[config.mk]
export PLATFORM = sky130hd
export DESIGN_NAME = mem_bus_arbiter
export DESIGN_NICKNAME = d
export VERILOG_FILES = /design/src/rtl/sysbus_pkg.sv /design/src/rtl/rr_arbiter2.sv /design/src/rtl/mem_bus_arbiter.sv
export SDC_FILE = /design/constraint.sdc
export NUM_CORES = 1
export LEC_CHECK = 0
export ABC_AREA = 1
export BUFFER_PORTS_ARGS = -buffer_cell sky130_fd_sc_hd__buf_2
export CELL_PAD_IN_SITES_DETAIL_PLACEMENT = 0
export CELL_PAD_IN_SITES_GLOBAL_PLACEMENT = 2
export CORE_ASPECT_RATIO = 0.6
export CORE_MARGIN = 2
export CORE_UTILIZATION = 13
export CTS_BUF_LIST = sky130_fd_sc_hd__clkbuf_4
export CTS_CLUSTER_DIAMETER = 80
export DETAILED_ROUTE_END_ITERATION = 16
export HOLD_SLACK_MARGIN = 0.02
export PLACE_DENSITY_LB_ADDON = 0.08
export SLEW_MARGIN = 20
export SYNTH_ARGS = -nofsm -noshare
export SYNTH_HDL_FRONTEND = slang
export SYNTH_SLANG_ARGS = --single-unit
[constraint.sdc]
create_clock -name clk -period 1.8 [get_ports clk]
set_input_delay 0.27 -clock clk [delete_from_list [all_inputs] [get_ports clk]]
set_output_delay 0.27 -clock clk [all_outputs]
set_load 0.02 [all_outputs]
[src/rtl/sysbus_pkg.sv]
// Shared system-bus definitions: beat/tag widths, tag encodings and the
// arbiter state type used by the memory bus arbiter and its testbench.
package sysbus_pkg;

    localparam int BUS_DATA_WIDTH = 64;
    localparam int BUS_TAG_WIDTH  = 13;
    localparam int BEATS          = 8;
    localparam int WRITE_BIT      = 12;

    // Response tag that identifies an invalidation beat from memory.
    localparam logic [BUS_TAG_WIDTH-1:0] INVAL_TAG = 13'h800;

    // Value of tag bit WRITE_BIT that marks a write; a 1 in that bit is a read.
    localparam logic SYSBUS_WRITE = 1'b0;

    typedef enum logic [1:0] {
        IDLE  = 2'd0,
        REQ   = 2'd1,
        WDATA = 2'd2,
        RDATA = 2'd3
    } arb_state_t;

    // True when a request tag describes a write transaction.
    function automatic logic is_write_tag(input logic [BUS_TAG_WIDTH-1:0] tag);
        return tag[WRITE_BIT] == SYSBUS_WRITE;
    endfunction

endpackage

[src/rtl/rr_arbiter2.sv]
// Two-input round-robin pick. Purely combinational; the caller stores the
// last-served index and feeds it back.
module rr_arbiter2 (
    input  logic [1:0] i_req,
    input  logic       i_last_served,
    output logic       o_grant,
    output logic       o_valid
);

    assign o_valid = |i_req;

    // On a tie the client that was not served last wins; a lone requester always wins.
    always_comb begin
        o_grant = 1'b0;
        if (i_req == 2'b11) begin
            o_grant = ~i_last_served;
        end else if (i_req[1]) begin
            o_grant = 1'b1;
        end
    end

endmodule

[src/rtl/mem_bus_arbiter.sv]
// Shares the DRAM-side system bus between the instruction cache (client 0)
// and the data cache (client 1). One client owns the bus for a whole burst:
// a request beat plus BEATS write-data or read-response beats. Invalidation
// beats from memory are broadcast to both clients at any time.
//
// Handshake: a beat transfers in the cycle where the producer's *cyc and the
// consumer's *ack are both high; cyc is held stable until ack. All request,
// ack and data paths are combinational passthroughs of the granted client.
module mem_bus_arbiter
    import sysbus_pkg::*;
(
    input  logic                      clk,
    input  logic                      reset,

    input  logic                      c0_reqcyc,
    output logic                      c0_reqack,
    input  logic [BUS_DATA_WIDTH-1:0] c0_req,
    input  logic [BUS_TAG_WIDTH-1:0]  c0_reqtag,
    output logic                      c0_respcyc,
    input  logic                      c0_respack,
    output logic [BUS_DATA_WIDTH-1:0] c0_resp,
    output logic [BUS_TAG_WIDTH-1:0]  c0_resptag,

    input  logic                      c1_reqcyc,
    output logic                      c1_reqack,
    input  logic [BUS_DATA_WIDTH-1:0] c1_req,
    input  logic [BUS_TAG_WIDTH-1:0]  c1_reqtag,
    output logic                      c1_respcyc,
    input  logic                      c1_respack,
    output logic [BUS_DATA_WIDTH-1:0] c1_resp,
    output logic [BUS_TAG_WIDTH-1:0]  c1_resptag,

    output logic                      m_bus_reqcyc,
    input  logic                      m_bus_reqack,
    output logic [BUS_DATA_WIDTH-1:0] m_bus_req,
    output logic [BUS_TAG_WIDTH-1:0]  m_bus_reqtag,
    input  logic                      m_bus_respcyc,
    output logic                      m_bus_respack,
    input  logic [BUS_DATA_WIDTH-1:0] m_bus_resp,
    input  logic [BUS_TAG_WIDTH-1:0]  m_bus_resptag,

    output arb_state_t                o_dbg_state,
    output logic [3:0]                o_dbg_count
);

    arb_state_t               r_state;
    logic                     r_grant;
    logic                     r_last_served;
    logic                     r_is_write;
    logic [3:0]               r_count;
    logic [BUS_TAG_WIDTH-1:0] r_tag;

    logic                      w_arb_idx;
    logic                      w_arb_valid;
    logic                      w_req_phase;
    logic                      w_g_reqcyc;
    logic                      w_g_respack;
    logic [BUS_DATA_WIDTH-1:0] w_g_req;
    logic [BUS_TAG_WIDTH-1:0]  w_g_reqtag;
    logic [BUS_TAG_WIDTH-1:0]  w_arb_tag;
    logic                      w_req_fire;
    logic                      w_inval;
    logic                      w_rd_route;
    logic                      w_rd_fire;
    logic                      w_beat_fire;
    logic                      w_last_beat;

    rr_arbiter2 u_rr (
        .i_req         ({c1_reqcyc, c0_reqcyc}),
        .i_last_served (r_last_served),
        .o_grant       (w_arb_idx),
        .o_valid       (w_arb_valid)
    );

    // Granted-client views of the request and response-ack signals.
    assign w_g_reqcyc  = r_grant ? c1_reqcyc  : c0_reqcyc;
    assign w_g_req     = r_grant ? c1_req     : c0_req;
    assign w_g_reqtag  = r_grant ? c1_reqtag  : c0_reqtag;
    assign w_g_respack = r_grant ? c1_respack : c0_respack;
    assign w_arb_tag   = w_arb_idx ? c1_reqtag : c0_reqtag;

    // Request side: only the owner drives the bus; the bus is zeroed when idle.
    // During write data the tag stays at the one captured with the address.
    assign w_req_phase  = (r_state == REQ) || (r_state == WDATA);
    assign m_bus_reqcyc = w_req_phase && w_g_reqcyc;
    assign m_bus_req    = m_bus_reqcyc ? w_g_req : '0;
    assign m_bus_reqtag = !m_bus_reqcyc ? '0 :
                          ((r_state == WDATA) ? r_tag : w_g_reqtag);
    assign w_req_fire   = m_bus_reqcyc && m_bus_reqack;
    assign c0_reqack    = w_req_fire && !r_grant;
    assign c1_reqack    = w_req_fire &&  r_grant;

    // Response side: invalidations go to everyone and are acked here; normal
    // read beats are routed to the owner only.
    assign w_inval       = m_bus_respcyc && (m_bus_resptag == INVAL_TAG);
    assign w_rd_route    = (r_state == RDATA) && m_bus_respcyc && !w_inval;
    assign c0_respcyc    = w_inval || (w_rd_route && !r_grant);
    assign c1_respcyc    = w_inval || (w_rd_route &&  r_grant);
    assign m_bus_respack = w_inval || (w_rd_route && w_g_respack);
    assign w_rd_fire     = w_rd_route && w_g_respack;

    assign c0_resp    = m_bus_resp;
    assign c1_resp    = m_bus_resp;
    assign c0_resptag = m_bus_resptag;
    assign c1_resptag = m_bus_resptag;

    // A counted data beat: a write beat in WDATA or a routed read beat in RDATA.
    assign w_beat_fire = ((r_state == WDATA) && w_req_fire) || w_rd_fire;
    assign w_last_beat = w_beat_fire && (r_count == 4'(BEATS - 1));

    assign o_dbg_state = r_state;
    assign o_dbg_count = r_count;

    // Burst FSM: grant in IDLE, address beat in REQ, then count BEATS data beats.
    always_ff @(posedge clk or posedge reset) begin
        if (reset) begin
            r_state       <= IDLE;
            r_grant       <= 1'b0;
            r_last_served <= 1'b1;
            r_is_write    <= 1'b0;
            r_count       <= 4'd0;
            r_tag         <= '0;
        end else begin
            case (r_state)
                IDLE: begin
                    if (w_arb_valid) begin
                        r_grant    <= w_arb_idx;
                        r_is_write <= is_write_tag(w_arb_tag);
                        r_tag      <= w_arb_tag;
                        r_state    <= REQ;
                    end
                end
                REQ: begin
                    if (w_req_fire) begin
                        r_count <= 4'd0;
                        r_state <= r_is_write ? WDATA : RDATA;
                    end
                end
                WDATA, RDATA: begin
                    if (w_last_beat) begin
                        r_count       <= 4'd0;
                        r_last_served <= r_grant;
                        r_state       <= IDLE;
                    end else if (w_beat_fire) begin
                        r_count <= r_count + 4'd1;
                    end
                end
                default: r_state <= IDLE;
            endcase
        end
    end

endmodule
==> insert_results.sql, run 1 <==
INSERT INTO impl_metrics (metric_group, metric, value, unit) VALUES
('grt', 'top_usage_layer', 'met2', ''),
('finish', 'final_instance_count_without_filler_cells', '1128', ''),
('detailed_routing', 'firstDrtPassIters', '4', ''),
('synthesis', 'post_synth.cell_area_avg', '6.075', 'µm²'),
('run_status', 'violations', 'negative setup slack', ''),
('grt', 'grt_overflow', '0', ''),
('placement', 'detailed_place_hpwl', '14660', 'µm'),
('synthesis', 'synth_cells', '600', ''),
('cts', 'ctsHtreeMaxLevel', '1', ''),
('sta', 'timing.clock.skew', '1.999', 'ps'),
('worst_setup_path', 'timing_worst_setup_path_type', 'flip-flop to output port', ''),
('cts', 'cts_made_buffers', '3', ''),
('cts', 'ctsRootBufferMaster', 'sky130_fd_sc_hd__clkbuf_4', ''),
('finish', 'layout.filler_cells', '3126', ''),
('detailed_routing', 'routed_wirelength', '20260', 'µm'),
('worst_setup_path', 'crit_end', 'm_bus_req[35]', ''),
('power', 'irDropWorstVdd', '0.5629', 'mV'),
('cts', 'clock_sinks', '22', ''),
('sta', 'fin_tns_setup', '-22410', 'ps'),
('sta', 'timing.final.setup_violations', '90', ''),
('synthesis', 'syn-num-nets', '844', ''),
('worst_setup_path', 'worst_r2r_path_depth', '13', ''),
('grt', 'first_pass_grt_wire_length', '27850', 'µm'),
('sta', 'fmax', '0.4727', 'GHz'),
('sta', 'max_slew.worst_pin.slew', '600.4', 'ps'),
('synthesis', 'synth_top_flop_cell', 'sky130_fd_sc_hd__dfrtp_1', ''),
('hold_path', 'min-delay-path-class', 'input port to flip-flop', ''),
('detailed_routing', 'route.detailed.vias_per_inst', '3.851', ''),
('finish', 'layout_cell_share_with_drive_strength_beyond_1', '60.74', '%'),
('placement', 'place_worst_setup_slack', '-84.78', 'ps'),
('synthesis', 'synth.top_cells.by_area', 'sky130_fd_sc_hd__buf_4 32%, sky130_fd_sc_hd__nand2_1 20%, sky130_fd_sc_hd__dfrtp_1 14%', ''),
('worst_setup_path', 'rr_startpoint', 'o_dbg_state[1]', ''),
('grt', 'globalRouteMet1Util', '16.02', '%'),
('power', 'static-leakage-power', '0.002884', 'µW'),
('worst_setup_path', 'setup.worst_path.start', 'o_dbg_state[0]', ''),
('synthesis', 'synth_warnings', '0', ''),
('grt', 'grt_met2_usage', '20.77', '%'),
('detailed_routing', 'num_vias', '4344', ''),
('worst_setup_path', 'crit-reg2reg-capture', 'o_dbg_state[0]', ''),
('grt', 'grt_max_degree', '63', ''),
('worst_setup_path', 'cp_max_fo', '16', ''),
('floorplanning', 'placement_rows', '47', ''),
('sta', 'finalCriticalPeriod', '2116', 'ps'),
('cts', 'cts.reportedPaths.clkPinSlew', '150', 'ps'),
('sta', 'timing.slew.headroom', '59.93', '%'),
('sta', 'rsz0062_at_grt', 'yes', ''),
('run', 'max_cap_violations', '0', ''),
('floorplanning', 'die_h', '133.7', 'µm'),
('cts', 'tritoncts_clock_tree', 'done', ''),
('floorplanning', 'core-area', '0.02758', 'mm²'),
('finish', 'area.growth.synth_to_final', '70.75', '%'),
('synthesis', 'async_flop_share', '100.0', '%'),
('synthesis', 'yosys_register_bits', '22', ''),
('worst_setup_path', 'setup.reg_to_reg.worst_slack', '-50', 'ps'),
('worst_setup_path', 'critPathRequiredTime', '1530', 'ps'),
('run_status', 'run_status', 'complete, but fails checks', ''),
('grt', 'grt_util_all_layers', '12.54', '%'),
('finish', 'final_util', '22.56', '%'),
('placement', 'cell_count_after_placement', '1096', ''),
('floorplanning', 'chipWidth', '220.2', 'µm'),
('detailed_routing', 'drtIter0Drc', '137', ''),
('sta', 'final_hold_viol_count', '0', ''),
('floorplanning', 'dieArea', '0.02944', 'mm²'),
('floorplanning', 'initial_core_util', '13.22', '%'),
('power', 'powerDensity', '1817', 'mW/mm²'),
('sta', 'final-max-slew-violation-count', '0', ''),
('sta', 'timing.final.ws_setup', '-315.6', 'ps'),
('worst_setup_path', 'crit_path_start_kind', 'flip-flop', ''),
('grt', 'met3_usage_grt', '4.635', '%'),
('grt', 'first_global_vias', '4384', ''),
('floorplanning', 'io_pins', '482', '');
sequential cells by signal, summed over array words and instances, names as in the netlist:
name	flops
r_tag	13
o_dbg_count	4
o_dbg_state	2
r_grant	1
r_is_write	1
r_last_served	1
timing repair:
item	CTS	global route
hold buffers	1	0
setup endpoints to repair	83	90
pin swaps	9	13
hold endpoints to repair	10	0
cloned	5	4
gates resized for setup	228	88
setup buffers	14	5
critical path: stages (launching register included):
cell                      delay, ps
sky130_fd_sc_hd__dfrtp_2        410
sky130_fd_sc_hd__inv_4           50
sky130_fd_sc_hd__ha_4           260
sky130_fd_sc_hd__nand3_4        110
sky130_fd_sc_hd__buf_12         190
sky130_fd_sc_hd__buf_16         170
sky130_fd_sc_hd__a21oi_1        130
sky130_fd_sc_hd__buf_4          160
layout by cell type, fill, tap and decap left out, types with 9 or more instances in the layout:
master                      n
sky130_fd_sc_hd__a21oi_2   25
sky130_fd_sc_hd__a21oi_4   34
sky130_fd_sc_hd__buf_12     9
sky130_fd_sc_hd__buf_2    207
sky130_fd_sc_hd__buf_4     50
sky130_fd_sc_hd__buf_6     65
sky130_fd_sc_hd__dfrtp_1   18
sky130_fd_sc_hd__inv_1     11
sky130_fd_sc_hd__nand2_1  190
sky130_fd_sc_hd__nor2_1    25
sky130_fd_sc_hd__o21ai_0   22
sky130_fd_sc_hd__o21ai_1    9
sky130_fd_sc_hd__o21ai_2    9
per-layer routing:
| layer | up-vias | share of wire, % | routed length [µm] |
|---|---|---|---|
| met2 | 216 | 47 | 9465 |
| met3 | 18 | 8.6 | 1737 |
| li1 | 2089 | - | - |
| met5 | - | 0 | 0 |
| met4 | 0 | 0.55 | 112 |
| met1 | 2021 | 44 | 8945 |
cell families (layout without fill, tap and decap cells):
kind of cell    Yosys count  after routing  synth area share, %
flops                    22             22                15.14
other cells               0              2                    0
simple gates            241            241                27.02
fa+ha+maj                 5              5                1.716
xor+xnor                  1              1               0.2403
compound gates          127            127                18.16
buf+inv                 204            363                37.73
cell type report:
| type | count | area, µm² | area share (%) |
|---|---|---|---|
| Multi-Input combinational cell | 374 | 2485 | 39.93 |
| Timing Repair Buffer | 341 | 2574 | 41.36 |
| Tap cell | 367 | 459.2 | 7.378 |
| Clock inverter | 1 | 30.03 | 0.4825 |
| Sequential cell | 22 | 555.5 | 8.926 |
| Clock buffer | 3 | 22.52 | 0.3619 |
| Inverter | 18 | 92.59 | 1.488 |
| Antenna cell | 2 | 5.005 | 0.08042 |
where the power goes:
part | internal, µW | switching (µW)
Sequential | 708 | 193
Combinational | 4310 | 5680
Clock | 226 | 188
synthesized netlist by cell type (all sizes together) (2+ instances only):
master,count
buf,170
nand2,200
a31oi,13
ha,5
a21oi,67
nand4,2
nand3,10
nor2,27
dfrtp,21
o21ai,46
inv,18
clkbuf,16
per-stage QoR:
step	total power (µW)	cell area, µm²
after floorplan	5068	3731
after global placement	7081	4604
after detailed placement	7073	4604
after CTS	10140	5675
after global routing	12120	6221
final	11310	6223
how the worst min path moves through the flow:
stage	to	start	depth (start not counted)
2_1_floorplan	o_dbg_count[0]	reset	1
3_3_place_gp	r_tag[1]	reset	2
3_5_place_dp	r_tag[1]	reset	2
4_1_cts	r_tag[12]	c1_reqtag[12]	3
5_1_grt	r_tag[12]	c1_reqtag[12]	3
6_report	r_tag[1]	c1_reqtag[1]	3
(Power assumes the default switching activity.)
==> run 2: changes to the inputs <==
- PLACE_DENSITY_LB_ADDON: 0.08 -> 0.1
==> run 2 against run 1 <==
  * The run still ends with negative setup slack left
  * Non-clock buffer count shrank 3
  * Wire length shrank 2.4%
  * Total power shrank 5.5%
  * Clock power shrank 1%
  * Sequential power shrank 4.1%
  * Worst hold slack gained 0.70 ps
  * Sequential share of layout area grew 0.38 points
  * Via count grew 0.25%
  * Sequential cell count is the same
  * Worst setup slack gained 16 ps
  * Largest power group unchanged
==> insert_results.sql, run 2 (same netlist as run 1, synthesis figures left out) <==
INSERT INTO impl_metrics (metric_group, metric, value, unit) VALUES
('worst_setup_path', 'worst-endpoint-arrival', '1830', 'ps'),
('run_status', 'violations', 'negative setup slack', ''),
('finish', 'post_layout_instance_area', '0.005998', 'mm²'),
('detailed_routing', 'num_vias', '4355', ''),
('worst_setup_path', 'timing_worst_setup_path_type', 'flip-flop to output port', ''),
('run_status', 'run_status', 'complete, but fails checks', ''),
('sta', 'max_slew.worst_pin.slew', '491.2', 'ps'),
('power', 'static-leakage-power', '0.002853', 'µW'),
('sta', 'finalHoldWorstSlack', '202.3', 'ps'),
('sta', 'fmax', '0.4763', 'GHz'),
('finish', 'area.growth.synth_to_final', '64.57', '%'),
('finish', 'layout_cell_share_with_drive_strength_beyond_1', '59.52', '%'),
('power', 'p_total', '10680', 'µW'),
('cts', 'clock_tree_buf_depth', '2', ''),
('grt', 'number_of_antenna_violations_at_the_first_check_in_global_routing', '2', ''),
('grt', 'grt_util_all_layers', '12.62', '%'),
('sta', 'rsz0062_at_grt', 'yes', ''),
('placement', 'number_of_buffer_cells_added_on_primary_ports', '289', ''),
('sta', 'timing.clock.skew', '7.761', 'ps'),
('power', 'irDropWorstVdd', '0.4314', 'mV'),
('worst_setup_path', 'end_kind', 'output port', ''),
('cts', 'ctsRootBufferMaster', 'sky130_fd_sc_hd__clkbuf_4', ''),
('sta', 'timing.final.ws_setup', '-299.6', 'ps'),
('sta', 'final_hold_viol_count', '0', ''),
('sta', 'finalCriticalPeriod', '2100', 'ps'),
('sta', 'final-max-slew-violation-count', '0', ''),
('placement', 'cell_count_after_placement', '1098', ''),
('placement', 'placedInstanceArea', '0.004622', 'mm²'),
('detailed_routing', 'route.detailed.wl_per_inst', '17.59', 'µm'),
('floorplanning', 'die_h', '133.7', 'µm'),
('detailed_routing', 'firstDrtPassIters', '4', ''),
('floorplanning', 'io_pins', '482', ''),
('detailed_routing', 'detail-route-antenna-nets', '0', ''),
('hold_path', 'min-delay-path-class', 'input port to flip-flop', ''),
('finish', 'largest_register_ff_count', '13', ''),
('run', 'max_cap_violations', '0', ''),
('floorplanning', 'placement_rows', '47', ''),
('cts', 'ctsHtreeMaxLevel', '1', ''),
('grt', 'first_global_vias', '4457', ''),
('placement', 'place_worst_setup_slack', '-62.75', 'ps'),
('worst_setup_path', 'crit_path_start_kind', 'flip-flop', ''),
('worst_setup_path', 'critPathRequiredTime', '1530', 'ps'),
('cts', 'cts_made_buffers', '3', ''),
('cts', 'tritoncts_clock_tree', 'done', ''),
('detailed_routing', 'drcViolationCount', '0', ''),
('floorplanning', 'core-area', '0.02758', 'mm²'),
('finish', 'finalNetCount', '1001', ''),
('detailed_routing', 'routed_wirelength', '19770', 'µm'),
('grt', 'first_pass_grt_wire_length', '28040', 'µm'),
('sta', 'timing.final.setup_violations', '84', ''),
('cts', 'clock_latency', '340', 'ps'),
('cts', 'cts.reportedPaths.clkPinSlew', '140', 'ps'),
('detailed_routing', 'route.detailed.vias_per_inst', '3.875', ''),
('worst_setup_path', 'cp_max_fo', '7', ''),
('finish', 'final_cell_mix', '208 x sky130_fd_sc_hd__buf_2, 191 x sky130_fd_sc_hd__nand2_1, 57 x sky130_fd_sc_hd__buf_4', ''),
('finish', 'most_frequent_standard_cell_in_the_layout_excluding_fill_and_tap_cells', 'sky130_fd_sc_hd__buf_2', ''),
('floorplanning', 'chipWidth', '220.2', 'µm'),
('grt', 'grt_overflow', '0', ''),
('power', 'powerDensity', '1780', 'mW/mm²'),
('finish', 'max_flop_register', 'r_tag', ''),
('floorplanning', 'dieArea', '0.02944', 'mm²'),
('cts', 'clock_sinks', '22', ''),
('sta', 'timing.slew.headroom', '67.22', '%'),
('finish', 'final_instance_count_without_filler_cells', '1124', ''),
('placement', 'gp_weighted_congestion', '0.7714', ''),
('sta', 'post-route-period-util', '116.6', '%'),
('detailed_routing', 'drtIter0Drc', '152', ''),
('floorplanning', 'initial_core_util', '13.22', '%'),
('placement', 'detailed_place_hpwl', '14100', 'µm'),
('grt', 'grt_max_degree', '36', ''),
('finish', 'layout.filler_cells', '3128', '');
-- run 2: cell types whose count changed in the layout (fill, tap and decap cells not counted), moves of 2 or more --
cell and change:
sky130_fd_sc_hd__a21oi_2 +11, sky130_fd_sc_hd__buf_6 -10, sky130_fd_sc_hd__o21ai_1 +8, sky130_fd_sc_hd__buf_4 +7, sky130_fd_sc_hd__a21oi_4 -6, sky130_fd_sc_hd__o21ai_2 -6
sky130_fd_sc_hd__o21ai_4 -6, sky130_fd_sc_hd__a21oi_1 -5, sky130_fd_sc_hd__a31oi_2 +4, sky130_fd_sc_hd__a31oi_4 -4, sky130_fd_sc_hd__buf_12 -4, sky130_fd_sc_hd__o21ai_0 +4
sky130_fd_sc_hd__bufbuf_16 +2
-- run 2: where the power goes --
part | total (µW) | leakage (µW) | internal, µW | switching (µW)
Sequential | 864 | 0.000267 | 713 | 151
Clock | 408 | 0.0000279 | 226 | 182
Combinational | 9410 | 0.00256 | 4060 | 5340
Total | 10700 | 0.00285 | 5000 | 5680
-- run 2: layer usage --
| metal | vias to the layer above | part of all wire, % | global-route usage (%) |
|---|---|---|---|
| li1 | 2087 | - | - |
| met1 | 2000 | 43 | 16.56 |
| met4 | 0 | 0.82 | 1.454 |
| met5 | - | 0 | 0 |
| met3 | 24 | 11 | 5.479 |
| met2 | 244 | 45 | 19.65 |
-- run 2: timing repair --
action                                  4_1_cts  5_1_grt
hold endpoints to repair                      9        0
endpoints found under the setup margin       83       90
pin swaps                                     7        2
gates resized for setup                     187       87
buffers inserted                              8        5
cloned                                        6        3
hold buffers                                  1        0
-- run 2: final timing paths --
kind	cells after the start	start	slack, ps	endpoint
min in group asynchronous	3	reset	470	r_grant
worst min-delay path	3	c1_reqtag[1]	200	r_tag[1]
worst max-delay path	7	o_dbg_state[0]	-300	m_bus_req[21]
worst min register to register	2	r_last_served	480	r_last_served
worst max register to register	14	o_dbg_state[0]	-40	o_dbg_state[1]
max in group asynchronous	4	reset	780	r_tag[9]
-- run 2: layout make-up --
cell class              count  area, µm²  share of cell area (%)
clock inverters             1      30.03                  0.5006
diodes                      1      2.502                 0.04172
clock buffers               3      22.52                  0.3755
inverters                  18      90.09                   1.502
well taps                 367      459.2                   7.655
multi-input cells         374       2305                   38.42
repair buffers            338       2531                   42.20
flip-flops and latches     22      558.0                   9.303
-- run 2: critical path: stages, from the launching register on --
cell,delay [ps]
sky130_fd_sc_hd__dfrtp_2,410
sky130_fd_sc_hd__inv_4,50
sky130_fd_sc_hd__ha_4,270
sky130_fd_sc_hd__nand3_4,110
sky130_fd_sc_hd__buf_12,190
sky130_fd_sc_hd__clkbuf_16,190
sky130_fd_sc_hd__a21oi_4,140
sky130_fd_sc_hd__buf_6,140
-- run 2: metrics by stage --
step                      TNS [ps]  utilization, %
after floorplan              -4777               -
after global placement      -229.2           16.76
after detailed placement    -352.9           16.76
after CTS                   -22430           19.92
after global routing        -27900           21.74
final                       -20000           21.75
==> run 3: changes to the inputs <==
- CELL_PAD_IN_SITES_DETAIL_PLACEMENT: 0 -> unset
- CELL_PAD_IN_SITES_GLOBAL_PLACEMENT: 2 -> unset
- CORE_AREA: unset -> 2 2 188 190
- CORE_ASPECT_RATIO: 0.6 -> unset
- CORE_MARGIN: 2 -> unset
- CORE_UTILIZATION: 13 -> unset
- DIE_AREA: unset -> 0 0 190 192
- PLACE_DENSITY_LB_ADDON: 0.1 -> unset
==> run 3 against run 2 <==
  * The flow still finishes with violations (negative setup slack)
  * Highest routed layer is now met5
  * Fmax fell by 0.99%
  * Worst setup slack got worse by 21 ps
  * Sequential power rose by 0.8%
  * Critical endpoint is now m_bus_req[22]
  * Sequential cell count did not move
  * Total power rose by 3.4%
==> insert_results.sql, run 3 (same netlist as run 1, synthesis figures left out) <==
INSERT INTO impl_metrics (metric_group, metric, value, unit) VALUES
('run_status', 'run_status', 'complete, but fails checks', ''),
('run_status', 'violations', 'negative setup slack', ''),
('grt', 'grt_util_all_layers', '10.25', '%'),
('floorplanning', 'placement_rows', '68', ''),
('cts', 'tritoncts_clock_tree', 'done', ''),
('sta', 'timing.slew.headroom', '74.10', '%'),
('power', 'pwr-share-seq', '7.9', '%'),
('power', 'share_clk_of_total_power', '3.7', '%'),
('finish', 'most_frequent_standard_cell_in_the_layout_excluding_fill_and_tap_cells', 'sky130_fd_sc_hd__buf_2', ''),
('power', 'switching_share', '53.38', '%'),
('floorplanning', 'io_pins', '482', ''),
('cts', 'ctsRootBufferMaster', 'sky130_fd_sc_hd__clkbuf_4', ''),
('detailed_routing', 'drtIter0Drc', '219', ''),
('sta', 'rsz0062_at_grt', 'yes', ''),
('run', 'max_cap_violations', '0', ''),
('power', 'irDropWorstVdd', '1.124', 'mV'),
('floorplanning', 'core-area', '0.03429', 'mm²'),
('worst_setup_path', 'end_kind', 'output port', ''),
('power', 'total_switching_power', '5897', 'µW'),
('sta', 'final-max-slew-violation-count', '0', ''),
('finish', 'layout.filler_cells', '3876', ''),
('detailed_routing', 'detail-route-antenna-nets', '0', ''),
('detailed_routing', 'route.detailed.vias_per_inst', '3.733', ''),
('worst_setup_path', 'crit_path_frequent_cell', 'sky130_fd_sc_hd__buf_12', ''),
('sta', 'finalCriticalPeriod', '2121', 'ps'),
('detailed_routing', 'num_vias', '4521', ''),
('finish', 'layout_cell_share_with_drive_strength_beyond_1', '59.81', '%'),
('power', 'static-leakage-power', '0.002868', 'µW'),
('power', 'combinationalPowerShare', '88.4', '%'),
('grt', 'first_global_vias', '4294', ''),
('grt', 'first_pass_grt_wire_length', '27390', 'µm'),
('floorplanning', 'initial_core_util', '10.63', '%'),
('finish', 'max_flop_register', 'r_tag', ''),
('detailed_routing', 'firstDrtPassIters', '4', ''),
('detailed_routing', 'drcViolationCount', '0', ''),
('sta', 'timing.final.setup_violations', '89', ''),
('cts', 'clock_latency', '330', 'ps'),
('finish', 'area.growth.synth_to_final', '69.14', '%'),
('hold_path', 'min-delay-path-class', 'input port to flip-flop', ''),
('placement', 'detailed_place_hpwl', '15570', 'µm'),
('floorplanning', 'chipWidth', '190', 'µm'),
('finish', 'final_util', '17.98', '%'),
('floorplanning', 'die_h', '192', 'µm'),
('cts', 'clock_sinks', '22', ''),
('finish', 'final_instance_count_without_filler_cells', '1211', ''),
('worst_setup_path', 'timing.critical_path.cells', 'inv_2, ha_4, nand3_4, buf_12, buf_12, buf_16, a21oi_2, buf_4', ''),
('sta', 'final_hold_viol_count', '0', ''),
('sta', 'max_slew.worst_pin.slew', '388.1', 'ps'),
('cts', 'clock_tree_buf_depth', '2', ''),
('cts', 'cts_made_buffers', '3', ''),
('worst_setup_path', 'cp_max_fo', '8', ''),
('power', 'powerDensity', '1792', 'mW/mm²'),
('detailed_routing', 'route.detailed.wl_per_inst', '18.09', 'µm'),
('placement', 'gp_weighted_congestion', '0.8519', ''),
('sta', 'fmax', '0.4716', 'GHz'),
('grt', 'grt_overflow', '0', ''),
('sta', 'post-route-period-util', '117.8', '%'),
('grt', 'grt_max_degree', '42', ''),
('sta', 'fin_tns_setup', '-20960', 'ps'),
('worst_setup_path', 'cpPeakStageDelay', '400', 'ps'),
('floorplanning', 'dieArea', '0.03648', 'mm²'),
('finish', 'finalNetCount', '999', ''),
('cts', 'ctsHtreeMaxLevel', '1', ''),
('power', 'internal_power', '5150', 'µW'),
('sta', 'timing.clock.skew', '4.724', 'ps'),
('finish', 'final_cell_mix', '207 x sky130_fd_sc_hd__buf_2, 190 x sky130_fd_sc_hd__nand2_1, 61 x sky130_fd_sc_hd__buf_4', ''),
('worst_setup_path', 'crit_path_start_kind', 'flip-flop', ''),
('grt', 'number_of_antenna_violations_at_the_first_check_in_global_routing', '3', ''),
('worst_setup_path', 'worst-endpoint-arrival', '1850', 'ps'),
('worst_setup_path', 'critPathRequiredTime', '1530', 'ps'),
('finish', 'largest_register_ff_count', '13', ''),
('worst_setup_path', 'worst_path_max_delay_cell', 'sky130_fd_sc_hd__dfrtp_2', ''),
('worst_setup_path', 'timing_worst_setup_path_type', 'flip-flop to output port', ''),
('placement', 'number_of_buffer_cells_added_on_primary_ports', '289', ''),
('cts', 'cts.reportedPaths.clkPinSlew', '150', 'ps'),
('placement', 'cell_count_after_placement', '1181', ''),
('detailed_routing', 'routed_wirelength', '21910', 'µm'),
('sta', 'timing.final.ws_setup', '-320.5', 'ps');
-- run 3: timing repair --
action,CTS,global route
endpoints found under the setup margin,83,90
hold endpoints to repair,21,0
pin swaps,11,10
setup buffers,9,5
gates resized for setup,186,87
hold buffers,1,0
gates cloned,8,4
-- run 3: power by group through the flow --
stage                     logic [µW]  clock network, µW  registers [µW]
after floorplan                 4220                  0             851
after global placement          5850                  0             857
after detailed placement        5950                  0             857
after CTS                       8770                427             854
after global routing           10400                440             890
final                           9770                410             871
-- run 3: final cells by class --
type / count / area, µm² / area share (%)
repair buffers: 336 / 2527 / 41.00
multi-input cells: 374 / 2367 / 38.40
well taps: 455 / 569.3 / 9.235
flip-flops and latches: 22 / 558.0 / 9.052
inverters: 18 / 85.08 / 1.380
clock inverters: 1 / 30.03 / 0.4871
clock buffers: 3 / 22.52 / 0.3653
diodes: 2 / 5.005 / 0.08119
-- run 3: worst paths after layout --
check                          startpoint             end  slack [ps]  depth (start not counted)
max                        o_dbg_state[0]   m_bus_req[22]        -320                          8
min                          c1_reqtag[5]        r_tag[5]         210                          3
max reg2reg                o_dbg_state[0]  o_dbg_state[0]        -140                         15
min reg2reg                 r_last_served   r_last_served         490                          2
max in group asynchronous           reset   r_last_served        1010                          4
min in group asynchronous           reset  o_dbg_count[1]         510                          4
-- run 3: layer usage --
layer	up-vias	wire length, µm	global-route usage, %
met1	2064	7039	10.13
met5	-	9	0
li1	2075	-	-
met2	338	11360	18.46
met4	2	717	3.995
met3	42	2783	4.952
-- run 3: worst max-delay path: cells and delay by family (launching register included) --
kind	cells	cell delay (ps)
fa+ha+maj	1	270
simple gates	1	60
flops	1	400
compound gates	1	110
buf+inv	5	670
-- run 3: metrics by stage --
stage	worst slack [ps]	cell area, µm²	total power, µW	hold WS [ps]
2_1_floorplan	-79.61	3731	5068	258.3
3_3_place_gp	-74.47	4671	6707	327.2
3_5_place_dp	-92.72	4671	6805	325.2
4_1_cts	-364.6	5707	10050	194.2
5_1_grt	-405.9	6165	11700	194.6
6_report	-320.5	6165	11050	209.3
